[src/rtl/hazard_unit.sv]
// hazard_unit: load-use/shadow-stage interlock, E-stage forwarding, branch flush and stall monitoring.
module hazard_unit #(
    parameter int WB_BYPASS = 0,
    parameter int CNT_W     = 16
) (
    input  logic             clk,
    input  logic             reset,
    input  logic [3:0]       srcAdd1,
    input  logic [3:0]       srcAdd2,
    input  logic             immediateC,
    input  logic             InstBranch,
    input  logic             RegWriteE,
    input  logic             MemToRegE,
    input  logic [3:0]       destAddE,
    output logic             stallF,
    output logic             stallD,
    output logic             forwardA,
    output logic             forwardB,
    output logic             flushD,
    output logic             flushC,
    output logic [CNT_W-1:0] stall_cnt,
    output logic [CNT_W-1:0] flush_cnt,
    output logic             hazard_err
);
    typedef enum logic {RUN, STALL} state_t;
    localparam bit CHECK_W = (WB_BYPASS == 0);
    state_t           state_q;
    logic             vm_q, vw_q, err_q;
    logic [3:0]       dm_q, dw_q;
    logic [2:0]       stall_len_q;
    logic [CNT_W-1:0] stall_cnt_q, flush_cnt_q;
    logic             op2, em1, em2, hz1, hz2, hazard, flush_br;
    assign op2      = !immediateC;
    assign em1      = RegWriteE && destAddE == srcAdd1;
    assign em2      = op2 && RegWriteE && destAddE == srcAdd2;
    assign hz1      = (em1 && MemToRegE) || (vm_q && dm_q == srcAdd1) || (CHECK_W && vw_q && dw_q == srcAdd1);
    assign hz2      = op2 && ((em2 && MemToRegE) || (vm_q && dm_q == srcAdd2) || (CHECK_W && vw_q && dw_q == srcAdd2));
    assign hazard   = hz1 || hz2;
    assign flush_br = !hazard && InstBranch;
    // Control outputs fall back to "advance, no forward, no flush" while reset is held.
    assign stallF     = !reset || !hazard;
    assign stallD     = !reset || !hazard;
    assign forwardA   = reset && !hazard && em1 && !MemToRegE;
    assign forwardB   = reset && !hazard && em2 && !MemToRegE;
    assign flushD     = reset && flush_br;
    assign flushC     = reset && hazard;
    assign stall_cnt  = stall_cnt_q;
    assign flush_cnt  = flush_cnt_q;
    assign hazard_err = err_q;
    always_ff @(posedge clk or negedge reset) begin
        if (!reset) begin
            vm_q        <= 1'b0;
            vw_q        <= 1'b0;
            dm_q        <= '0;
            dw_q        <= '0;
            state_q     <= RUN;
            stall_len_q <= '0;
            stall_cnt_q <= '0;
            flush_cnt_q <= '0;
            err_q       <= 1'b0;
        end else begin
            vm_q <= RegWriteE;
            dm_q <= destAddE;
            vw_q <= vm_q;
            dw_q <= dm_q;
            if (hazard && !(&stall_cnt_q)) stall_cnt_q <= stall_cnt_q + 1'b1;
            if (flush_br && !(&flush_cnt_q)) flush_cnt_q <= flush_cnt_q + 1'b1;
            // stall_len holds the number of hazard cycles already completed; bit 2 is overflow.
            case (state_q)
                RUN: if (hazard) begin
                    state_q     <= STALL;
                    stall_len_q <= 3'd1;
                end
                STALL: if (hazard) begin
                    stall_len_q <= stall_len_q[2] ? stall_len_q : stall_len_q + 3'd1;
                    if (stall_len_q >= 3'd3) err_q <= 1'b1;
                end else begin
                    state_q     <= RUN;
                    stall_len_q <= '0;
                end
            endcase
        end
    end
endmodule

[config.mk]
export PLATFORM = sky130hd
export DESIGN_NAME = hazard_unit
export DESIGN_NICKNAME = d
export VERILOG_FILES = /design/src/rtl/hazard_unit.sv
export SDC_FILE = /design/constraint.sdc
export NUM_CORES = 1
export LEC_CHECK = 0
export CAP_MARGIN = 10
export CORE_AREA = 2 2 93 59
export CTS_BUF_LIST = sky130_fd_sc_hd__clkbuf_2 sky130_fd_sc_hd__clkbuf_4 sky130_fd_sc_hd__clkbuf_8
export CTS_CLUSTER_SIZE = 30
export DETAILED_ROUTE_END_ITERATION = 8
export DIE_AREA = 0 0 95 61
export PLACE_DENSITY = 0.82
export SETUP_SLACK_MARGIN = 0.3
export SLEW_MARGIN = 20
export SYNTH_ARGS = -nofsm -noshare
export SYNTH_HDL_FRONTEND = slang
export SYNTH_SLANG_ARGS = --single-unit
[constraint.sdc]
create_clock -name clk -period 2.4 [get_ports clk]
set_input_delay 0.48 -clock clk [delete_from_list [all_inputs] [get_ports clk]]
set_output_delay 0.48 -clock clk [all_outputs]
set_load 0.1 [all_outputs]
==> results.sh, run 1 <==
export IMPL_status="complete, but fails checks"
export IMPL_violations="negative setup slack"
export IMPL_cp_end_kind="output port"
export IMPL_cp_arrival_ns=2.05
export IMPL_crit_type="register to output port"
export IMPL_worst_ep_required_time_ns=1.92
export IMPL_drc_errors=0
export IMPL_period_needed_ns=2.53
export IMPL_post_dp_hpwl_mm=4.21
export IMPL_overflow=0
export IMPL_place_congestion=0.863
export IMPL_fmax_mhz=395
export IMPL_ys_seq_area_share_pct=47.5
export IMPL_crit_start="dw_q[3]"
export IMPL_grt_pass1_wl_mm=9.85
export IMPL_cts_max_path_buffers=2
export IMPL_port_buffers=56
export IMPL_antenna_found_initial=0
export IMPL_postSynthAreaPerCell_sq_um=10.9
export IMPL_post_place_cells=361
export IMPL_synth_ff_type="dfrtp_1"
export IMPL_ys_seq_elements=47
export IMPL_fin_tns_setup_ns=-0.615
export IMPL_fin_ws_ns=-0.132
export IMPL_dieHeight_microns=61
export IMPL_via_per_inst=5.79
export IMPL_grt_usage_pct=22.8
export IMPL_drt_iter0_drc=161
export IMPL_crit_path_start_kind="register"
export IMPL_grt_setup_unrepaired="true"
export IMPL_placedInstanceArea_sq_mm=0.00329
export IMPL_final_area_sq_mm=0.00410
export IMPL_synth_cell_types=41
export IMPL_timing_rr_start="dw_q[3]"
export IMPL_async_flop_share_pct=100
export IMPL_grt_pass1_vias=1994
export IMPL_dr_pass1_iters=4
export IMPL_cts_sinks=47
export IMPL_core_sq_mm=0.00493
export IMPL_n_antenna_cell=0
export IMPL_synth_top_cell_area_share_pct=47.5
export IMPL_wl_mm=8.27
export IMPL_drive_gt1_share_pct=57.5
export IMPL_htreeDepth=2
export IMPL_worstMarginPinSlew_ns=0.584
export IMPL_hold_viol=0
export IMPL_ioPinCount=57
export IMPL_synth_area_leader_cell="dfrtp_1"
export IMPL_ant_nets=0
export IMPL_die_w_microns=95
export IMPL_vias=2236
export IMPL_synthToLayoutAreaGrowth_pct=65.5
export IMPL_path_max_fanout=3
export IMPL_dieArea_sq_mm=0.00580
export IMPL_wire_per_inst_microns=21.4
export IMPL_ys_top_cells_by_area="dfrtp_1, xor2_1, xnor2_1, nand3_1, nand2_1"
export IMPL_nNetsFinal=340
export IMPL_slew_headroom_pct=60.7
export IMPL_final_cells=386
export IMPL_initial_core_util_pct=50.2
export IMPL_leakage_nw=1.76
export IMPL_powerDensity_mw_per_mm2=781
export IMPL_synth_edf_count=0
export IMPL_ys_warnings_count=0
export IMPL_synth_area_sq_mm=0.00247
export IMPL_cts_clk_slew_worst_paths_ns=0.10
export IMPL_grt_max_degree=44
export IMPL_cts_hold_buf=0
export IMPL_finalSetupViolCount=6
export IMPL_slew_violations=0
export IMPL_hold_path_class="input pin to asynchronous set/reset pin"
export IMPL_synthesis_nets=249
export IMPL_timing_final_crit_share_pct=105
export IMPL_tritoncts="done"
export IMPL_worstSkewPairLatency_ns=0.31
export IMPL_syn_inst=228
export IMPL_ctsRootBufferMaster="clkbuf_8"
export IMPL_cts_inserted_buffers=5
export IMPL_fin_skew_ns=0.00861
export IMPL_cap_viol_max_count=0
export IMPL_ir_drop_mv=0.854
export IMPL_num_rows=20
-- worst max-delay path, cell delays in order, from the launching register on --
cell	delay (ns)
dfrtp_1	0.43
buf_4	0.15
xor2_1	0.13
nor3_1	0.27
a31oi_2	0.15
buf_4	0.17
nand3_4	0.10
nand2_8	0.08
clkinvlp_4	0.09
buf_12	0.16
-- Yosys cell counts, types with 2 or more instances --
library cell,count
a21oi_1,3
a31oi_2,2
and3_1,8
buf_4,4
dfrtp_1,47
ha_1,3
inv_1,7
mux2_1,3
mux2_2,2
nand2_1,19
nand2b_1,2
nand3_1,16
nand4_1,11
nor2_1,9
nor2_2,2
nor3_1,9
nor4_1,2
nor4_2,5
nor4b_1,2
o21ai_0,2
xnor2_1,25
xor2_1,26
-- registers in the layout (all words and copies together) (netlist names) --
register     flops
hazard_err       1
dm_q             4
stall_len_q      3
flush_cnt       16
vm_q             1
state_q          1
dw_q             4
vw_q             1
stall_cnt       16
-- kinds of logic (layout without fill, tap and decap cells) --
| kind of cell | after synthesis | after routing | share of synthesized area, % |
|---|---|---|---|
| AOI/OAI and AO/OA | 13 | 13 | 3.99 |
| muxes | 5 | 5 | 2.27 |
| xor gates and xnor gates | 51 | 51 | 18.0 |
| and+or+nand+nor | 96 | 96 | 23.8 |
| DFF | 47 | 47 | 47.5 |
| adders and majority gates | 3 | 3 | 1.52 |
| buffers and inverters | 13 | 105 | 2.88 |
-- cell type report --
class	count	area, sq um
Multi-Input combinational cell	168	1750
Sequential cell	47	1220
Timing Repair Buffer	90	923
Fill cell	246	833
Tap cell	66	82.6
Clock buffer	5	68.8
Inverter	7	30.0
Clock inverter	3	18.8
-- worst paths after layout --
path / end / slack, ns / depth (start not counted)
worst min register to register: dw_q[0] / 0.45 / 0
min in group clk: dw_q[0] / 0.45 / 0
worst max-delay path: flushC / -0.13 / 9
worst max register to register: stall_cnt[5] / 0.05 / 13
worst min-delay path: state_q / 0.04 / 1
max in group asynchronous: flush_cnt[3] / 1.46 / 2
-- placed cells by master (no fill, tap or decap), drive strengths merged, types with 7 or more instances in the layout --
cell	synthesis	routed
and3	8	8
nand4	11	11
nor3	10	10
buf	5	75
clkdlybuf4s15	0	8
inv	7	7
xor2	26	26
nor2	11	11
xnor2	25	25
dfrtp	47	47
nor4	8	8
nand2	19	19
nand3	17	17
-- per-stage QoR --
| stage | util (%) | hold slack (ns) | setup slack (ns) | total power (W) |
|---|---|---|---|---|
| after floorplan | - | 0.184 | -0.0516 | 0.00207 |
| after global placement | 66.6 | 0.364 | -0.437 | 0.00238 |
| after detailed placement | 66.6 | 0.368 | -0.446 | 0.00241 |
| after CTS | 74.1 | 0.0415 | -0.0652 | 0.00299 |
| after global routing | 83.1 | 0.0342 | -0.220 | 0.00331 |
| final | 83.1 | 0.0421 | -0.132 | 0.00320 |
-- per-layer routing --
metal | GRT usage (%) | share of wire [%] | up-vias
met3 | 5.59 | 5.5 | 19
met4 | 5.80 | 1.7 | 0
met2 | 36.7 | 50 | 101
met1 | 31.5 | 43 | 1134
met5 | 0 | 0 | -
li1 | - | - | 982
-- what timing repair did --
| action | in CTS | in global routing |
|---|---|---|
| endpoints found under the hold margin | 0 | 0 |
| pin swaps | 24 | 45 |
| gates resized for setup | 62 | 71 |
| gates cloned | 1 | 0 |
| setup endpoints to repair | 42 | 43 |
| buffers inserted | 12 | 4 |
-- power breakdown --
part | switching (W) | internal [W]
Clock | 0.000300 | 0.000206
Sequential | 0.000186 | 0.000947
Combinational | 0.00108 | 0.000481
Total | 0.00157 | 0.00163
Power figures use the tool's default switching activity.
==> run 2, diff against run 1 <==
==> constraint.sdc (replaced) <==
create_clock -name clk -period 2.6 [get_ports clk]
set_input_delay 0.52 -clock clk [delete_from_list [all_inputs] [get_ports clk]]
set_output_delay 0.52 -clock clk [all_outputs]
set_load 0.1 [all_outputs]
==> results.sh, run 2 (synthesis gave the netlist of run 1 again) <==
export IMPL_fin_ws_ns=0.0629
export IMPL_crit_path_start_kind="register"
export IMPL_p_comb_share_pct=44.6
export IMPL_overflow=0
export IMPL_timing_rr_start="dw_q[3]"
export IMPL_grt_usage_pct=22.7
export IMPL_drive_gt1_share_pct=47.1
export IMPL_port_buffers=56
export IMPL_ff2ff_setup_slack_ns=0.35
export IMPL_grt_pass1_vias=1892
export IMPL_final_cell_mix="buf_4, dfrtp_1, xor2_1"
export IMPL_dieArea_sq_mm=0.00580
export IMPL_ctsRootBufferMaster="clkbuf_8"
export IMPL_hold_path_class="input pin to asynchronous set/reset pin"
export IMPL_wire_per_inst_microns=16.5
export IMPL_cpPeakStageDelay_ns=0.45
export IMPL_finalSetupViolCount=0
export IMPL_grt_pass1_wl_mm=9.80
export IMPL_timing_final_crit_share_pct=97.6
export IMPL_placedInstanceArea_sq_mm=0.00325
export IMPL_dp_slack_ns=-0.306
export IMPL_fmax_mhz=394
export IMPL_cap_viol_max_count=0
export IMPL_cp_end_kind="output port"
export IMPL_cp_cell_sequence="buf_6 -> xor2_2 -> nor3_2 -> a31oi_4 -> nand3_4 -> buf_12 -> nor2_4 -> buf_12"
export IMPL_tritoncts="done"
export IMPL_p_seq_share_pct=35.4
export IMPL_worst_path_stages=8
export IMPL_ir_drop_mv=0.880
export IMPL_core_sq_mm=0.00493
export IMPL_cp_buffers_inverters=3
export IMPL_grt_setup_unrepaired="true"
export IMPL_cp_arrival_ns=2.02
export IMPL_worst_ep_required_time_ns=2.08
export IMPL_synthToLayoutAreaGrowth_pct=46.8
export IMPL_cts_inserted_buffers=5
export IMPL_powerDensity_mw_per_mm2=769
export IMPL_path_max_fanout=3
export IMPL_ant_nets=0
export IMPL_p_sw_share_pct=47.5
export IMPL_leakage_nw=1.62
export IMPL_worstSkewPairLatency_ns=0.30
export IMPL_initial_core_util_pct=50.2
export IMPL_final_area_sq_mm=0.00363
export IMPL_cts_clk_slew_worst_paths_ns=0.10
export IMPL_dieHeight_microns=61
export IMPL_cts_max_path_buffers=2
export IMPL_switchingPower_w=0.00133
export IMPL_nNetsFinal=328
export IMPL_die_w_microns=95
export IMPL_crit_family="buffers and inverters"
export IMPL_post_dp_hpwl_mm=4.04
export IMPL_hold_viol=0
export IMPL_n_antenna_cell=0
export IMPL_status="complete, no violations"
export IMPL_worstMarginPinSlew_ns=0.320
export IMPL_cp_endpoint="flushD"
export IMPL_cpMostUsedCell="buf_12"
export IMPL_num_rows=20
export IMPL_cts_sinks=47
export IMPL_antenna_found_initial=0
export IMPL_slowest_stage="dfrtp_1"
export IMPL_final_common_cell="buf_4"
export IMPL_reg2reg_depth=10
export IMPL_crit_type="register to output port"
export IMPL_ioPinCount=57
export IMPL_vias=1988
export IMPL_via_per_inst=5.32
export IMPL_final_cells=374
export IMPL_slew_headroom_pct=78.7
export IMPL_period_needed_ns=2.54
export IMPL_fin_skew_ns=0.0103
export IMPL_power_w=0.00279
export IMPL_slew_violations=0
export IMPL_power_frac_clock_pct=20.0
export IMPL_drt_iter0_drc=91
export IMPL_dr_pass1_iters=4
export IMPL_post_place_cells=360
export IMPL_place_congestion=0.875
export IMPL_htreeDepth=2
export IMPL_drc_errors=0
export IMPL_grt_max_degree=21
export IMPL_wl_mm=6.18
export IMPL_reg2reg_to="flush_cnt[6]"
export IMPL_p_int_w=0.00147
export IMPL_crit_start="dw_q[3]"
==> run 2: cell types whose count changed in the layout (fill, tap and decap cells not counted), moves of 4 or more <==
cell,delta
nor3_1,+4
buf_6,-4
dfrtp_4,-7
nand3_4,-5
nor3_4,-7
dfrtp_1,+9
buf_12,-4
nand3_1,+8
mux2_4,-4
buf_2,+6
==> run 2: worst min path at each step <==
stage,slack (ns),end,cells after the start
floorplan,0.22,dm_q[0],0
global placement,0.41,vw_q,0
detailed placement,0.42,vw_q,0
CTS,0.23,flush_cnt[1],2
global route,0.23,flush_cnt[9],2
finish,0.24,stall_len_q[0],2
==> run 2: worst reg2reg max path: stages (launching register included) <==
cell and delay [ns]:
dfrtp_1 0.45, buf_6 0.15, xor2_2 0.19, nor3_2 0.08, a31oi_4 0.25, nand3_4 0.16
buf_12 0.16, buf_6 0.14, buf_12 0.15, nor4_2 0.29, xor2_1 0.16
==> run 2: area by class of cell <==
class | count | area [sq um]
Multi-Input combinational cell | 168 | 1510
Fill cell | 348 | 1300
Sequential cell | 47 | 1190
Timing Repair Buffer | 78 | 707
Tap cell | 66 | 82.6
Clock buffer | 5 | 68.8
Clock inverter | 3 | 47.5
Inverter | 7 | 30.0
==> run 2: metal layers <==
layer	vias to the layer above	track usage (%)	share of wire (%)	wire, microns
met1	969	32.2	45	2790
li1	944	-	-	-
met4	0	3.52	1.1	68
met3	9	6.21	6.2	381
met2	66	36.0	48	2940
met5	-	0	0	0
==> run 2: through the flow <==
step / hold WS [ns] / utilization (%) / TNS [ns]
3_5_place_dp: 0.416 / 65.9 / -7.71
2_1_floorplan: 0.224 / - / 0
5_1_grt: 0.228 / 73.7 / -0.0300
3_3_place_gp: 0.410 / 65.9 / -4.26
6_report: 0.243 / 73.7 / 0
4_1_cts: 0.233 / 71.2 / 0
==> run 2: power by group through the flow <==
| stage | sequential, W | clock [W] | combinational [W] |
|---|---|---|---|
| 3_3_place_gp | 0.000988 | 0 | 0.00117 |
| 3_5_place_dp | 0.000991 | 0 | 0.00119 |
| 5_1_grt | 0.00101 | 0.000611 | 0.00130 |
| 6_report | 0.000988 | 0.000560 | 0.00125 |
| 4_1_cts | 0.000981 | 0.000566 | 0.00122 |
| 2_1_floorplan | 0.00158 | 0 | 0.000281 |
==> run 2: repair_timing <==
action / CTS / global route
endpoints found under the hold margin: 0 / 0
gates cloned: 0 / 0
hold buffers: 0 / 0
resized for setup: 63 / 19
endpoints found under the setup margin: 42 / 18
pin swaps: 21 / 11
setup buffers: 5 / 1
==> run 3, diff against run 2 <==
--- a/config.mk
+++ b/config.mk
@@ -6,12 +6,12 @@
 export NUM_CORES = 1
 export LEC_CHECK = 0
 export CAP_MARGIN = 10
-export CORE_AREA = 2 2 93 59
+export CORE_AREA = 2 2 72 74
 export CTS_BUF_LIST = sky130_fd_sc_hd__clkbuf_2 sky130_fd_sc_hd__clkbuf_4 sky130_fd_sc_hd__clkbuf_8
 export CTS_CLUSTER_SIZE = 30
 export DETAILED_ROUTE_END_ITERATION = 8
-export DIE_AREA = 0 0 95 61
-export PLACE_DENSITY = 0.82
+export DIE_AREA = 0 0 74 76
+export PLACE_DENSITY = 0.83
 export SETUP_SLACK_MARGIN = 0.3
 export SLEW_MARGIN = 20
 export SYNTH_ARGS = -nofsm -noshare
==> results.sh, run 3 (synthesis gave the netlist of run 1 again) <==
export IMPL_cp_arrival_ns=1.94
export IMPL_hold_viol=0
export IMPL_cts_clk_slew_worst_paths_ns=0.09
export IMPL_crit_family="flip-flops"
export IMPL_crit_start="dw_q[1]"
export IMPL_placedInstanceArea_sq_mm=0.00323
export IMPL_drive_gt1_share_pct=46.8
export IMPL_nNetsFinal=332
export IMPL_dp_slack_ns=-0.311
export IMPL_ctsRootBufferMaster="clkbuf_8"
export IMPL_wl_mm=5.92
export IMPL_wire_per_inst_microns=15.5
export IMPL_htreeDepth=2
export IMPL_drt_iter0_drc=123
export IMPL_met1_length_mm=2.31
export IMPL_antenna_found_initial=0
export IMPL_status="complete, no violations"
export IMPL_ioPinCount=57
export IMPL_ir_drop_mv=0.685
export IMPL_post_dp_hpwl_mm=4.00
export IMPL_worstMarginPinSlew_ns=0.354
export IMPL_timing_rr_start="dw_q[1]"
export IMPL_synthToLayoutAreaGrowth_pct=48.9
export IMPL_place_congestion=0.851
export IMPL_dieArea_sq_mm=0.00562
export IMPL_top_layer="met4"
export IMPL_fin_ws_ns=0.140
export IMPL_cp_cell_sequence="xor2_1 -> nor4b_2 -> a31oi_2 -> nand4b_1 -> buf_6 -> nor2_4 -> buf_12"
export IMPL_dr_wl_met3_microns=265
export IMPL_seq_area_sq_mm=0.00119
export IMPL_dr_pass1_iters=4
export IMPL_grt_pass1_wl_mm=9.32
export IMPL_grt_setup_unrepaired="true"
export IMPL_cp_buffers_inverters=2
export IMPL_dieHeight_microns=76
export IMPL_period_needed_ns=2.46
export IMPL_ant_nets=0
export IMPL_slew_violations=0
export IMPL_cts_inserted_buffers=5
export IMPL_slowest_stage="dfrtp_1"
export IMPL_cpPeakStageDelay_ns=0.44
export IMPL_grt_pass1_vias=1978
export IMPL_drc_errors=0
export IMPL_hold_path_class="input pin to asynchronous set/reset pin"
export IMPL_fillerInstances=339
export IMPL_timing_final_crit_share_pct=94.6
export IMPL_cts_sinks=47
export IMPL_core_sq_mm=0.00491
export IMPL_worst_ep_required_time_ns=2.08
export IMPL_met2WireLength_mm=3.25
export IMPL_grt_usage_pct=21.0
export IMPL_finalSetupViolCount=0
export IMPL_crit_path_start_kind="register"
export IMPL_via_per_inst=5.29
export IMPL_leakage_nw=1.62
export IMPL_cts_max_path_buffers=2
export IMPL_port_buffers=56
export IMPL_fmax_mhz=407
export IMPL_final_cell_mix="buf_4, dfrtp_1, xnor2_1"
export IMPL_num_rows=26
export IMPL_cap_viol_max_count=0
export IMPL_overflow=0
export IMPL_powerDensity_mw_per_mm2=780
export IMPL_die_w_microns=74
export IMPL_fin_skew_ns=0.00606
export IMPL_worstSkewPairLatency_ns=0.30
export IMPL_final_area_sq_mm=0.00368
export IMPL_slew_headroom_pct=76.3
export IMPL_path_max_fanout=3
export IMPL_final_common_cell="buf_4"
export IMPL_multi_input_area_sq_mm=0.00151
export IMPL_vias=2020
export IMPL_crit_type="register to output port"
export IMPL_grt_max_degree=18
export IMPL_n_antenna_cell=0
export IMPL_tritoncts="done"
export IMPL_initial_core_util_pct=50.4
export IMPL_cp_end_kind="output port"
## run 3: changes by cell type in the layout (fill, tap and decap cells not counted), moves of 3 or more
cell	previous run	this run
xnor2_1	15	21
xnor2_2	10	4
nor4_2	4	0
nor4_4	3	7
buf_4	49	52
clkdlybuf4s15_2	5	2
## run 3: worst paths after layout
kind,end,slack (ns),cells past startpoint
setup / recovery,forwardB,0.14,7
hold / removal,flush_cnt[2],0.08,1
setup reg to reg,flush_cnt[8],0.34,10
hold reg to reg,dw_q[3],0.46,0
max in group asynchronous,flush_cnt[9],1.99,2
min in group clk,dm_q[1],0.40,1
## run 3: per-layer routing
layer  vias to the layer above  track usage, %
met5                         -               0
li1                        944               -
met4                         0            5.45
met3                         8            3.84
met1                      1002            26.6
met2                        66            36.4
## run 3: power breakdown
group,switching (W),internal (W),total [W]
clock,0.000261,0.000384,0.000645
sequential,0.000137,0.000847,0.000984
combinational,0.000915,0.000332,0.00125
## run 3: metrics by stage
stage / utilization [%] / total power (W) / TNS, ns / instances / hold slack [ns]
3_3_place_gp: 65.8 / 0.00215 / -5.39 / 361 / 0.405
4_1_cts: 71.3 / 0.00284 / 0 / 378 / 0.0836
5_1_grt: 75.0 / 0.00298 / 0 / 382 / 0.0944
2_1_floorplan: - / 0.00187 / 0 / 228 / 0.224
3_5_place_dp: 65.8 / 0.00217 / -7.76 / 361 / 0.410
6_report: 75.0 / 0.00288 / 0 / 382 / 0.0781
## run 3: layout make-up
cell class	count	share of cell area (%)
Clock buffer	5	1.87
Clock inverter	3	1.83
Tap cell	70	2.38
Inverter	7	0.815
Multi-Input combinational cell	168	40.8
Timing Repair Buffer	82	20.0
Sequential cell	47	32.3
## run 3: timing repair
item                       CTS  global route
hold buffers                 0             0
cloned                       0             1
pin swaps                   19            16
buffers inserted             9             3
setup endpoints to repair   40            17
resized for setup           59            29
